--- src/rtl/div_pkg.sv ---
// Shared types and defaults for the sequential restoring divider.
package div_pkg;

  localparam int DEF_N = 8;
  localparam int DEF_M = 4;
  localparam int CNT_W = $clog2(DEF_N + 1);

  typedef enum logic [1:0] {
    IDLE = 2'd0,
    RUN  = 2'd1,
    DONE = 2'd2
  } state_t;

endpackage

--- src/rtl/divider_seq_restoring_if.sv ---
// Request/response bundle of the restoring divider.
// The div_err signal exists only when DIV_ZERO_ERR_EN is defined.
interface divider_seq_restoring_if #(
  parameter int N = 8,
  parameter int M = 4
);

  logic         start;
  logic [N-1:0] dividend;
  logic [M-1:0] divisor;
  logic         ready;
  logic         done;
  logic [N-1:0] quotient;
  logic [M-1:0] remainder;
`ifdef DIV_ZERO_ERR_EN
  logic         div_err;

  modport master (
    output start, dividend, divisor,
    input  ready, done, quotient, remainder, div_err
  );

  modport slave (
    input  start, dividend, divisor,
    output ready, done, quotient, remainder, div_err
  );
`else
  modport master (
    output start, dividend, divisor,
    input  ready, done, quotient, remainder
  );

  modport slave (
    input  start, dividend, divisor,
    output ready, done, quotient, remainder
  );
`endif

endinterface

--- src/rtl/div_step.sv ---
// One combinational restoring step: shift in a dividend bit, trial-subtract the divisor.
module div_step #(
  parameter int M = 4
) (
  input  logic [M-1:0] r,
  input  logic         bit_in,
  input  logic [M-1:0] v,
  output logic [M-1:0] r_out,
  output logic         q_bit
);

  logic [M:0] t;

  // The partial remainder is always below the divisor, so it fits back into M bits.
  always_comb begin
    t     = {r, bit_in};
    q_bit = (t >= {1'b0, v});
    r_out = q_bit ? M'(t - {1'b0, v}) : t[M-1:0];
  end

endmodule

--- src/rtl/divider_seq_restoring.sv ---
// Sequential restoring divider, one quotient bit per clock (IDLE -> RUN -> DONE).
// Optional DIV_ZERO_ERR_EN: divide-by-zero shortcut straight to DONE with div_err.
module divider_seq_restoring
  import div_pkg::*;
#(
  parameter int N = DEF_N,
  parameter int M = DEF_M
) (
  input  logic                    clk,
  input  logic                    rst_n,
  divider_seq_restoring_if.slave  bus
);

  localparam int CW = $clog2(N + 1);

  state_t         state, state_next;
  logic [N-1:0]   dq_reg;
  logic [M-1:0]   v_reg;
  logic [M-1:0]   r_reg;
  logic [CW-1:0]  cnt;
  logic [N-1:0]   quotient_reg;
  logic [M-1:0]   remainder_reg;
  logic [M-1:0]   r_step;
  logic           q_bit;
  logic           ready;
  logic           done;
  logic           zero_div;
`ifdef DIV_ZERO_ERR_EN
  logic           div_err_reg;
`endif

  // Dividend bits leave dq_reg at the top while quotient bits enter at the bottom.
  div_step #(.M(M)) u_step (
    .r      (r_reg),
    .bit_in (dq_reg[N-1]),
    .v      (v_reg),
    .r_out  (r_step),
    .q_bit  (q_bit)
  );

`ifdef DIV_ZERO_ERR_EN
  assign zero_div = (bus.divisor == '0);
`else
  assign zero_div = 1'b0;
`endif

  always_ff @(posedge clk or negedge rst_n) begin
    if (!rst_n) state <= IDLE;
    else        state <= state_next;
  end

  always_comb begin
    state_next = state;
    ready      = 1'b0;
    done       = 1'b0;
    case (state)
      IDLE: begin
        ready = 1'b1;
        if (bus.start) state_next = zero_div ? DONE : RUN;
      end
      RUN: begin
        if (cnt == CW'(1)) state_next = DONE;
      end
      DONE: begin
        done       = 1'b1;
        state_next = IDLE;
      end
      default: state_next = IDLE;
    endcase
  end

  // Results land on the final RUN edge so they are already valid while done is high.
  always_ff @(posedge clk or negedge rst_n) begin
    if (!rst_n) begin
      dq_reg        <= '0;
      v_reg         <= '0;
      r_reg         <= '0;
      cnt           <= '0;
      quotient_reg  <= '0;
      remainder_reg <= '0;
`ifdef DIV_ZERO_ERR_EN
      div_err_reg   <= 1'b0;
`endif
    end else begin
      case (state)
        IDLE: begin
          if (bus.start) begin
            dq_reg <= bus.dividend;
            v_reg  <= bus.divisor;
            r_reg  <= '0;
            cnt    <= CW'(N);
`ifdef DIV_ZERO_ERR_EN
            div_err_reg <= 1'b0;
            if (zero_div) begin
              quotient_reg  <= '1;
              remainder_reg <= bus.dividend[M-1:0];
              div_err_reg   <= 1'b1;
            end
`endif
          end
        end
        RUN: begin
          dq_reg <= {dq_reg[N-2:0], q_bit};
          r_reg  <= r_step;
          cnt    <= cnt - 1'b1;
          if (cnt == CW'(1)) begin
            quotient_reg  <= {dq_reg[N-2:0], q_bit};
            remainder_reg <= r_step;
          end
        end
        default: ;
      endcase
    end
  end

  assign bus.ready     = ready;
  assign bus.done      = done;
  assign bus.quotient  = quotient_reg;
  assign bus.remainder = remainder_reg;
`ifdef DIV_ZERO_ERR_EN
  assign bus.div_err   = div_err_reg;
`endif

endmodule

--- src/flat_wrapper.sv ---
// flat-port wrapper written by rule: the top's interface ports become plain ports
module divider_seq_restoring_flat import div_pkg::*;
#(
  parameter int N = DEF_N,
  parameter int M = DEF_M
)
  (clk, rst_n, bus_start, bus_dividend, bus_divisor, bus_ready, bus_done, bus_quotient, bus_remainder);
  divider_seq_restoring_if #(.N(N), .M(M)) bus_i ();
  input  logic clk;
  input  logic rst_n;
  input wire logic [$bits(bus_i.start)-1:0] bus_start;
  input wire logic [$bits(bus_i.dividend)-1:0] bus_dividend;
  input wire logic [$bits(bus_i.divisor)-1:0] bus_divisor;
  output wire logic [$bits(bus_i.ready)-1:0] bus_ready;
  output wire logic [$bits(bus_i.done)-1:0] bus_done;
  output wire logic [$bits(bus_i.quotient)-1:0] bus_quotient;
  output wire logic [$bits(bus_i.remainder)-1:0] bus_remainder;
  assign bus_i.start = bus_start;
  assign bus_i.dividend = bus_dividend;
  assign bus_i.divisor = bus_divisor;
  assign bus_ready = bus_i.ready;
  assign bus_done = bus_i.done;
  assign bus_quotient = bus_i.quotient;
  assign bus_remainder = bus_i.remainder;
  divider_seq_restoring #(.N(N), .M(M)) u_core (.clk(clk), .rst_n(rst_n), .bus(bus_i));
endmodule
--- config.mk ---
export PLATFORM = sky130hd
export DESIGN_NAME = divider_seq_restoring_flat
export DESIGN_NICKNAME = d
export VERILOG_FILES = /design/src/rtl/div_pkg.sv /design/src/rtl/divider_seq_restoring_if.sv /design/src/rtl/div_step.sv /design/src/rtl/divider_seq_restoring.sv /design/src/flat_wrapper.sv
export SDC_FILE = /design/constraint.sdc
export NUM_CORES = 1
export LEC_CHECK = 0
export ABC_AREA = 1
export ABC_CLOCK_PERIOD_IN_PS = 2000
export BUFFER_PORTS_ARGS = -buffer_cell sky130_fd_sc_hd__buf_2
export CORE_UTILIZATION = 50
export CTS_CLUSTER_DIAMETER = 40
export DETAILED_ROUTE_END_ITERATION = 8
export PLACE_DENSITY = 0.79
export SLEW_MARGIN = 30
export SYNTH_ARGS = -nofsm -noshare
export SYNTH_HDL_FRONTEND = slang
export SYNTH_SLANG_ARGS = --single-unit
--- constraint.sdc ---
create_clock -name clk -period 2 [get_ports clk]
set_input_delay 0.3 -clock clk [delete_from_list [all_inputs] [get_ports clk]]
set_output_delay 0.3 -clock clk [all_outputs]
set_load 0.005 [all_outputs]
==> results.yml, run 1 <==
layout:
  drive_gt1_share_pct: 25.4
  fin_nets: 234
  area_growth_pct: 17.5
  stdcell_area_um2: 1900
  antennaDiodeCount: 0
worst_setup_path:
  cp.required_ns: 2.24
  startpoint_type: "register"
  worstPathArrival_ns: 1.91
  startpoint: "u_core.dq_reg[7]"
  crit_fanout: 3
  worstSetupPathType: "register to register"
  rr_endpoint: "u_core.bus.remainder[2]"
  cp-end-kind: "register"
  reg2reg_depth: 8
  ff2ff_setup_slack_ns: 0.33
  reg2reg_from: "u_core.dq_reg[7]"
place:
  dpl.hpwl_um: 2180
  io_buffers: 28
  placed_cell_area_um2: 1790
  gp_congestion: 0.867
die:
  coreArea_um2: 3050
  die_area_um2: 3470
  die_width_um: 58.9
  io_pins: 29
  row_count: 20
  die_h_um: 58.9
  start_util_pct: 53.1
synthesis:
  synth_cell_types: 26
  syn_area_um2: 1620
  syn_nets: 202
  synth.avg_cell_area_um2: 9.00
  yosys_warnings: 0
  seq_area_frac_synth_pct: 52.5
  syn_inst: 180
  ys_ff_latch: 34
cts:
  cts_buffer_depth: 2
  clk_latency_ns: 0.35
  cts.sinks: 34
  hold_buffers: 0
  cts_buffers: 5
  cts_tree: "done"
  clk_pin_slew_worst_paths_ns: 0.11
  postCtsSetupBuffers: 0
  cts_resized: 0
  cts_max_level: 2
  cts_root_buf: "clkbuf_4"
power_and_ir_drop:
  power_per_cell_area_nw_per_um2: 1900
  finalPower_w: 0.00361
  ir_drop_v: 0.00102
  p_leak_nw: 1.02
grt:
  grt_usage_pct: 21.1
  grt_pass1_wl_um: 5340
  grt-ovfl-total: 0
  grt_start_max_net_pins: 35
  antenna_found_initial: 0
  grt_pass1_vias: 1255
routing:
  viasPerCell: 5.13
  first_pass_iters: 4
  drtAntennaViolNets: 0
  wl_um: 3100
  via_count: 1319
  drc: 0
  routedWlPerCell_um: 12.1
  drt-initial-drc-count: 71
status:
  violations: "negative hold slack"
  status: "finished, violations left"
sta:
  setup_viol_count_final: 0
  fmax_mhz: 599
  fin_tns_setup_ns: 0
  relSlewSlack_pct: 50.7
  rsz0062_at_grt: "false"
  fin_skew_ns: 0.0152
  max_slew.worst_pin.slew_ns: 0.739
  post-route-period-util_pct: 83.4
  final.min_clock_period_ns: 1.67
  final_max_slew_viol_count: 0
  hold_slack_ns: -0.00558
  hold_viol: 8
run:
  maxCapViolCount: 0
worst_hold_path:
  hold_class: "primary input to async pin"
[cell type report]
| class | count | area [µm²] |
|---|---|---|
| fillers | 288 | 1150 |
| flip-flops and latches | 34 | 851 |
| multi-input cells | 122 | 664 |
| repair buffers | 28 | 140 |
| inverters | 21 | 81.3 |
| clock inverters | 2 | 60.1 |
| well taps | 44 | 55.1 |
| clock buffers | 6 | 51.3 |
[how the worst max path moves through the flow]
stage	to	slack (ns)	depth (start not counted)
6_report	u_core.bus.remainder[2]	0.33	8
5_1_grt	u_core.bus.remainder[2]	0.25	8
4_1_cts	u_core.bus.remainder[2]	0.37	8
3_5_place_dp	u_core.r_reg[2]	0.42	8
3_3_place_gp	u_core.bus.remainder[2]	0.43	8
2_1_floorplan	u_core.bus.remainder[2]	0.56	8
[power by group]
group	switching [W]	internal (W)	leakage, nW
Combinational	0.00106	0.000662	0.544
Clock	0.000237	0.000423	0.0585
Sequential	0.000197	0.00103	0.417
Total	0.00149	0.00212	1.02
[layer usage]
metal	up-vias	routed length, µm	GRT usage, %
met5	-	0	0
met4	0	83	12.2
met3	11	180	4.84
met2	36	1400	32.6
met1	627	1440	27.2
li1	645	-	-
[layout by cell type (no fill, tap or decap), drive strengths merged]
cell	count
bufinv	2
clkbuf	6
fa	1
a21oi	1
a22oi	5
a31oi	1
o211ai	2
nand2	67
nand3	13
ha	6
inv	21
nor2	6
nand3b	2
o21ai	16
dfrtp	34
o22ai	1
buf	28
xnor2	1
[cells in the mapped netlist]
library cell | count | area [µm²]
fa_1 | 1 | 20.0
dfrtp_1 | 34 | 851
inv_2 | 4 | 15.0
nor2_8 | 1 | 20.0
o22ai_1 | 1 | 6.26
nand2_4 | 1 | 11.3
o21ai_2 | 3 | 26.3
a22oi_1 | 5 | 37.5
a21oi_2 | 1 | 8.76
nand3_1 | 13 | 65.1
buf_4 | 1 | 7.51
buf_6 | 1 | 11.3
nand3b_1 | 2 | 15.0
o211ai_1 | 2 | 15.0
a31oi_1 | 1 | 6.26
nor2_1 | 3 | 11.3
buf_2 | 1 | 5.00
o21ai_1 | 2 | 10.0
inv_1 | 16 | 60.1
o21ai_0 | 11 | 55.1
nand2_1 | 61 | 229
inv_4 | 1 | 6.26
ha_1 | 6 | 75.1
nand2_2 | 5 | 31.3
xnor2_1 | 1 | 8.76
nor2_2 | 2 | 12.5
[per-stage QoR]
stage          cells  utilization (%)  setup WS [ns]
2_1_floorplan    180                -          0.564
3_3_place_gp     249             58.7          0.430
3_5_place_dp     249             58.7          0.418
4_1_cts          257             62.3          0.373
5_1_grt          257             62.3          0.253
6_report         257             62.3          0.331
[logic make-up (layout without fill, tap and decap cells)]
logic type,Yosys count,count (layout),share of synthesized area (%)
adders and majority gates,7,7,5.87
buffers and inverters,24,57,6.49
AOI/OAI and AO/OA,26,26,10.2
and+or+nand+nor,88,88,24.4
DFF,34,34,52.5
xor gates and xnor gates,1,1,0.541
[worst max-delay path, cell delays in order, from the launching register on]
cell,delay (ns)
dfrtp_1,0.37
inv_1,0.10
ha_1,0.20
inv_1,0.08
fa_1,0.39
xnor2_1,0.21
nand2_1,0.09
nand3_1,0.07
nand2_1,0.05
Power figures use the tool's default switching activity.
==> run 2: changes to the inputs <==
--- a/config.mk
+++ b/config.mk
@@ -6,7 +6,7 @@
 export NUM_CORES = 1
 export LEC_CHECK = 0
 export ABC_AREA = 1
-export ABC_CLOCK_PERIOD_IN_PS = 2000
+export ABC_CLOCK_PERIOD_IN_PS = 1700
 export BUFFER_PORTS_ARGS = -buffer_cell sky130_fd_sc_hd__buf_2
 export CORE_UTILIZATION = 50
 export CTS_CLUSTER_DIAMETER = 40
==> constraint.sdc (replaced) <==
create_clock -name clk -period 1.7 [get_ports clk]
set_input_delay 0.255 -clock clk [delete_from_list [all_inputs] [get_ports clk]]
set_output_delay 0.255 -clock clk [all_outputs]
set_load 0.005 [all_outputs]
==> results.yml, run 2 (synthesized netlist as in run 1, its figures left out) <==
status:
  status: "finished clean"
worst_setup_path:
  ff2ff_setup_slack_ns: 0.12
  worstPathArrival_ns: 1.84
  cp.required_ns: 1.97
  rr_endpoint: "u_core.bus.remainder[1]"
  startpoint_type: "register"
  reg2reg_depth: 8
  reg2reg_from: "u_core.dq_reg[7]"
  worstSetupPathType: "register to register"
  cp-end-kind: "register"
  crit_fanout: 3
routing:
  drc: 0
  first_pass_iters: 4
  wl_um: 3110
  via_count: 1292
  drt-initial-drc-count: 34
  viasPerCell: 5.01
  routedWlPerCell_um: 12.1
  drtAntennaViolNets: 0
power_and_ir_drop:
  power_per_cell_area_nw_per_um2: 2110
  ir_drop_v: 0.00107
  p_leak_nw: 0.996
  finalPower_w: 0.00396
place:
  io_buffers: 28
  dpl.hpwl_um: 2130
  placed_cell_area_um2: 1790
  dp.cells: 249
  gp_congestion: 0.869
cts:
  cts_tree: "done"
  cts.sinks: 34
  cts_max_level: 2
  cts_buffers: 5
  clk_pin_slew_worst_paths_ns: 0.11
  cts_root_buf: "clkbuf_4"
  cts_buffer_depth: 2
  clk_latency_ns: 0.34
layout:
  fillerInstances: 275
  final_cell_mix: "nand2_1, dfrtp_1, buf_2"
  drive_gt1_share_pct: 27.6
  fin_nets: 236
  antennaDiodeCount: 0
  seq_area_um2: 852
  stdcell_area_um2: 1880
  layout.cells.non_filler: 258
  area_growth_pct: 15.8
  final_common_cell: "nand2_1"
  multi_input_area_um2: 682
grt:
  grt-ovfl-total: 0
  grt_pass1_wl_um: 5210
  grt_pass1_vias: 1205
  grt_start_max_net_pins: 35
  antenna_found_initial: 0
  grt_usage_pct: 20.8
sta:
  fin_tns_setup_ns: 0
  rsz0062_at_grt: "false"
  relSlewSlack_pct: 51.5
  fin_skew_ns: 0.0196
  fmax_mhz: 635
  post-route-period-util_pct: 92.7
  hold_viol: 0
  final.min_clock_period_ns: 1.58
  final_max_slew_viol_count: 0
  setup_viol_count_final: 0
  max_slew.worst_pin.slew_ns: 0.728
worst_hold_path:
  hold-path-endpoint: "u_core.v_reg[0]"
  hold_start: "bus_divisor[0]"
  hold_class: "primary input to register"
  whs_path_depth: 3
die:
  coreArea_um2: 3050
  row_count: 20
  start_util_pct: 53.1
  die_area_um2: 3470
  die_width_um: 58.9
  io_pins: 29
  die_h_um: 58.9
run:
  maxCapViolCount: 0
-- run 2: what timing repair did --
item	CTS	global route
hold endpoints to repair	27	0
gates resized for setup	0	5
setup endpoints to repair	0	4
hold buffers	1	0
setup buffers	0	1
-- run 2: how the worst max path moves through the flow --
stage,cells after the start,start,slack (ns),end
finish,8,u_core.dq_reg[7],0.12,u_core.bus.remainder[1]
floorplan,8,u_core.dq_reg[7],0.26,u_core.bus.remainder[2]
detailed placement,8,u_core.dq_reg[7],0.12,u_core.r_reg[2]
CTS,8,u_core.dq_reg[7],0.09,u_core.r_reg[2]
global placement,8,u_core.dq_reg[7],0.13,u_core.bus.remainder[2]
global route,11,u_core.r_reg[0],0.02,u_core.r_reg[3]
-- run 2: per-stage QoR --
stage               worst slack [ns]  util, %  hold slack [ns]
global route                  0.0152     61.4           0.0997
finish                         0.124     61.4            0.102
detailed placement             0.119     58.7            0.362
global placement               0.131     58.7            0.363
CTS                           0.0880     60.6           0.0952
floorplan                      0.264        -          -0.0406
-- run 2: worst max-delay path, stage by stage, from the launching register on --
cell     delay (ns)
dfrtp_1        0.39
inv_2          0.07
ha_2           0.18
inv_1          0.06
fa_2           0.52
inv_1          0.04
nand2_1        0.08
nand3_1        0.08
nand2_1        0.07
-- run 2: area by class of cell --
| cell class | count | area share (%) |
|---|---|---|
| Multi-Input combinational cell | 122 | 36.4 |
| Tap cell | 44 | 2.94 |
| Timing Repair Buffer | 30 | 8.41 |
| Sequential cell | 34 | 45.4 |
| Clock buffer | 5 | 2.00 |
| Clock inverter | 2 | 0.534 |
| Inverter | 21 | 4.34 |
-- run 2: report_power, final --
group / internal [W] / switching, W
Sequential: 0.00122 / 0.000236
Clock: 0.000149 / 0.000266
Combinational: 0.000835 / 0.00126
-- run 2: routing by layer --
metal  vias up  part of all wire (%)  track usage, %  wire, µm
met3        10                   4.3            7.25       133
li1        650                     -               -         -
met5         -                     0               0         0
met2        24                    48            30.8      1490
met4         0                   2.4            9.86        76
met1       608                    45            27.2      1410
==> run 3: changes to the inputs <==
--- a/config.mk
+++ b/config.mk
@@ -9,6 +9,7 @@
 export ABC_CLOCK_PERIOD_IN_PS = 1700
 export BUFFER_PORTS_ARGS = -buffer_cell sky130_fd_sc_hd__buf_2
 export CORE_UTILIZATION = 50
+export CTS_BUF_LIST = sky130_fd_sc_hd__clkbuf_8
 export CTS_CLUSTER_DIAMETER = 40
 export DETAILED_ROUTE_END_ITERATION = 8
 export PLACE_DENSITY = 0.79
==> results.yml, run 3 (synthesized netlist as in run 1, its figures left out) <==
place:
  placed_cell_area_um2: 1790
  io_buffers: 28
  dpl.hpwl_um: 2130
  gp_congestion: 0.869
  post-place-ws_ns: 0.119
power_and_ir_drop:
  p_leak_nw: 1.02
  finalPower_w: 0.00419
  power_per_cell_area_nw_per_um2: 2200
  ir_drop_v: 0.000997
routing:
  routedWlPerCell_um: 12.5
  wl_um: 3210
  via_count: 1318
  viasPerCell: 5.13
  drc: 0
  drtAntennaViolNets: 0
  first_pass_iters: 4
  drt-initial-drc-count: 60
worst_setup_path:
  crit_slowest_cell: "fa_2"
  critical-path-top-delay-family: "adder cells"
  worstPathArrival_ns: 1.81
  crit_fanout: 3
  slowest_delay_ns: 0.53
  startpoint_type: "register"
  crit_chain: "inv_1, ha_1, inv_1, fa_2, inv_1, nand2_1, nand3_1, nand2_1"
  cp_common_cell: "inv_1"
  cp-end-kind: "register"
  worstSetupPathType: "register to register"
  ff2ff_setup_slack_ns: 0.11
  cp.required_ns: 1.92
  worst-path-buf-inv: 3
cts:
  cts_root_buf: "clkbuf_8"
  cts_buffers: 5
  cts_tree: "done"
  clk_pin_slew_worst_paths_ns: 0.07
  cts.sinks: 34
  cts_buffer_depth: 2
  clk_latency_ns: 0.29
  hold_buffers: 0
  cts_max_level: 2
layout:
  utilization_pct: 62.5
  final_cell_mix: "nand2_1, dfrtp_1, buf_2"
  area_growth_pct: 17.7
  stdcell_area_um2: 1910
  antennaDiodeCount: 0
  final_common_cell: "nand2_1"
  fin_nets: 235
  drive_gt1_share_pct: 27.2
sta:
  post-route-period-util_pct: 93.4
  fmax_mhz: 630
  fin_ws_ns: 0.112
  hold_viol: 0
  fin_skew_ns: 0.0139
  final_max_slew_viol_count: 0
  rsz0062_at_grt: "false"
  max_slew.worst_pin.slew_ns: 0.738
  setup_viol_count_final: 0
  fin_tns_setup_ns: 0
  final.min_clock_period_ns: 1.59
  relSlewSlack_pct: 50.8
grt:
  grt_pass1_vias: 1208
  grt_usage_pct: 21.0
  grt_pass1_wl_um: 5260
  antenna_found_initial: 0
  grt_start_max_net_pins: 35
  grt-ovfl-total: 0
die:
  start_util_pct: 53.1
  die_h_um: 58.9
  io_pins: 29
  die_width_um: 58.9
  row_count: 20
  coreArea_um2: 3050
  die_area_um2: 3470
worst_hold_path:
  hold_class: "primary input to async pin"
run:
  maxCapViolCount: 0
status:
  status: "finished clean"
## run 3: report_power, final
part           internal [W]  total [W]  leakage, nW  switching (W)
sequential          0.00122    0.00146        0.416       0.000237
clock              0.000274   0.000559       0.0438       0.000285
combinational      0.000870    0.00217        0.557        0.00130
## run 3: metal layers
| metal | track usage [%] | share of wire (%) | routed length (µm) | vias to the layer above |
|---|---|---|---|---|
| met5 | 0 | 0 | 0 | - |
| met4 | 11.9 | 2.6 | 85 | 0 |
| met3 | 5.93 | 5.9 | 188 | 12 |
| met2 | 32.0 | 47 | 1520 | 39 |
| met1 | 26.9 | 44 | 1420 | 622 |
| li1 | - | - | - | 645 |
## run 3: repair_timing
action / CTS / global route
buffers inserted: 0 / 1
resized for setup: 0 / 6
endpoints found under the setup margin: 0 / 3
## run 3: worst paths after layout
kind | end | start | depth (start not counted)
worst min-delay path | u_core.cnt[3] | rst_n | 1
worst max-delay path | u_core.bus.remainder[1] | u_core.dq_reg[7] | 8
min in group clk | u_core.v_reg[0] | bus_divisor[0] | 3
max in group asynchronous | u_core.r_reg[0] | rst_n | 1
worst min register to register | u_core.bus.quotient[1] | u_core.bus.quotient[1] | 2
worst max register to register | u_core.bus.remainder[1] | u_core.dq_reg[7] | 8
## run 3: area by class of cell
| class | count | area [µm²] |
|---|---|---|
| fill | 271 | 1150 |
| sequential | 34 | 852 |
| multi-input combinational | 122 | 692 |
| timing repair buffer | 29 | 148 |
| inverter | 21 | 81.3 |
| clock buffer | 5 | 68.8 |
| tap | 44 | 55.1 |
| clock inverter | 2 | 10.0 |
## run 3: worst reg2reg max path: cells and delay by family, from the launching register on
| kind | cells | cell delay [ns] |
|---|---|---|
| buffers and inverters | 3 | 0.21 |
| adders and majority gates | 2 | 0.71 |
| and+or+nand+nor | 3 | 0.23 |
| DFF | 1 | 0.37 |
## run 3: per-stage QoR
step | cells | hold WS [ns]
final | 257 | 0.0191
after CTS | 256 | 0.0490
after floorplan | 180 | -0.0406
after detailed placement | 249 | 0.362
after global placement | 249 | 0.363
after global routing | 257 | 0.0963
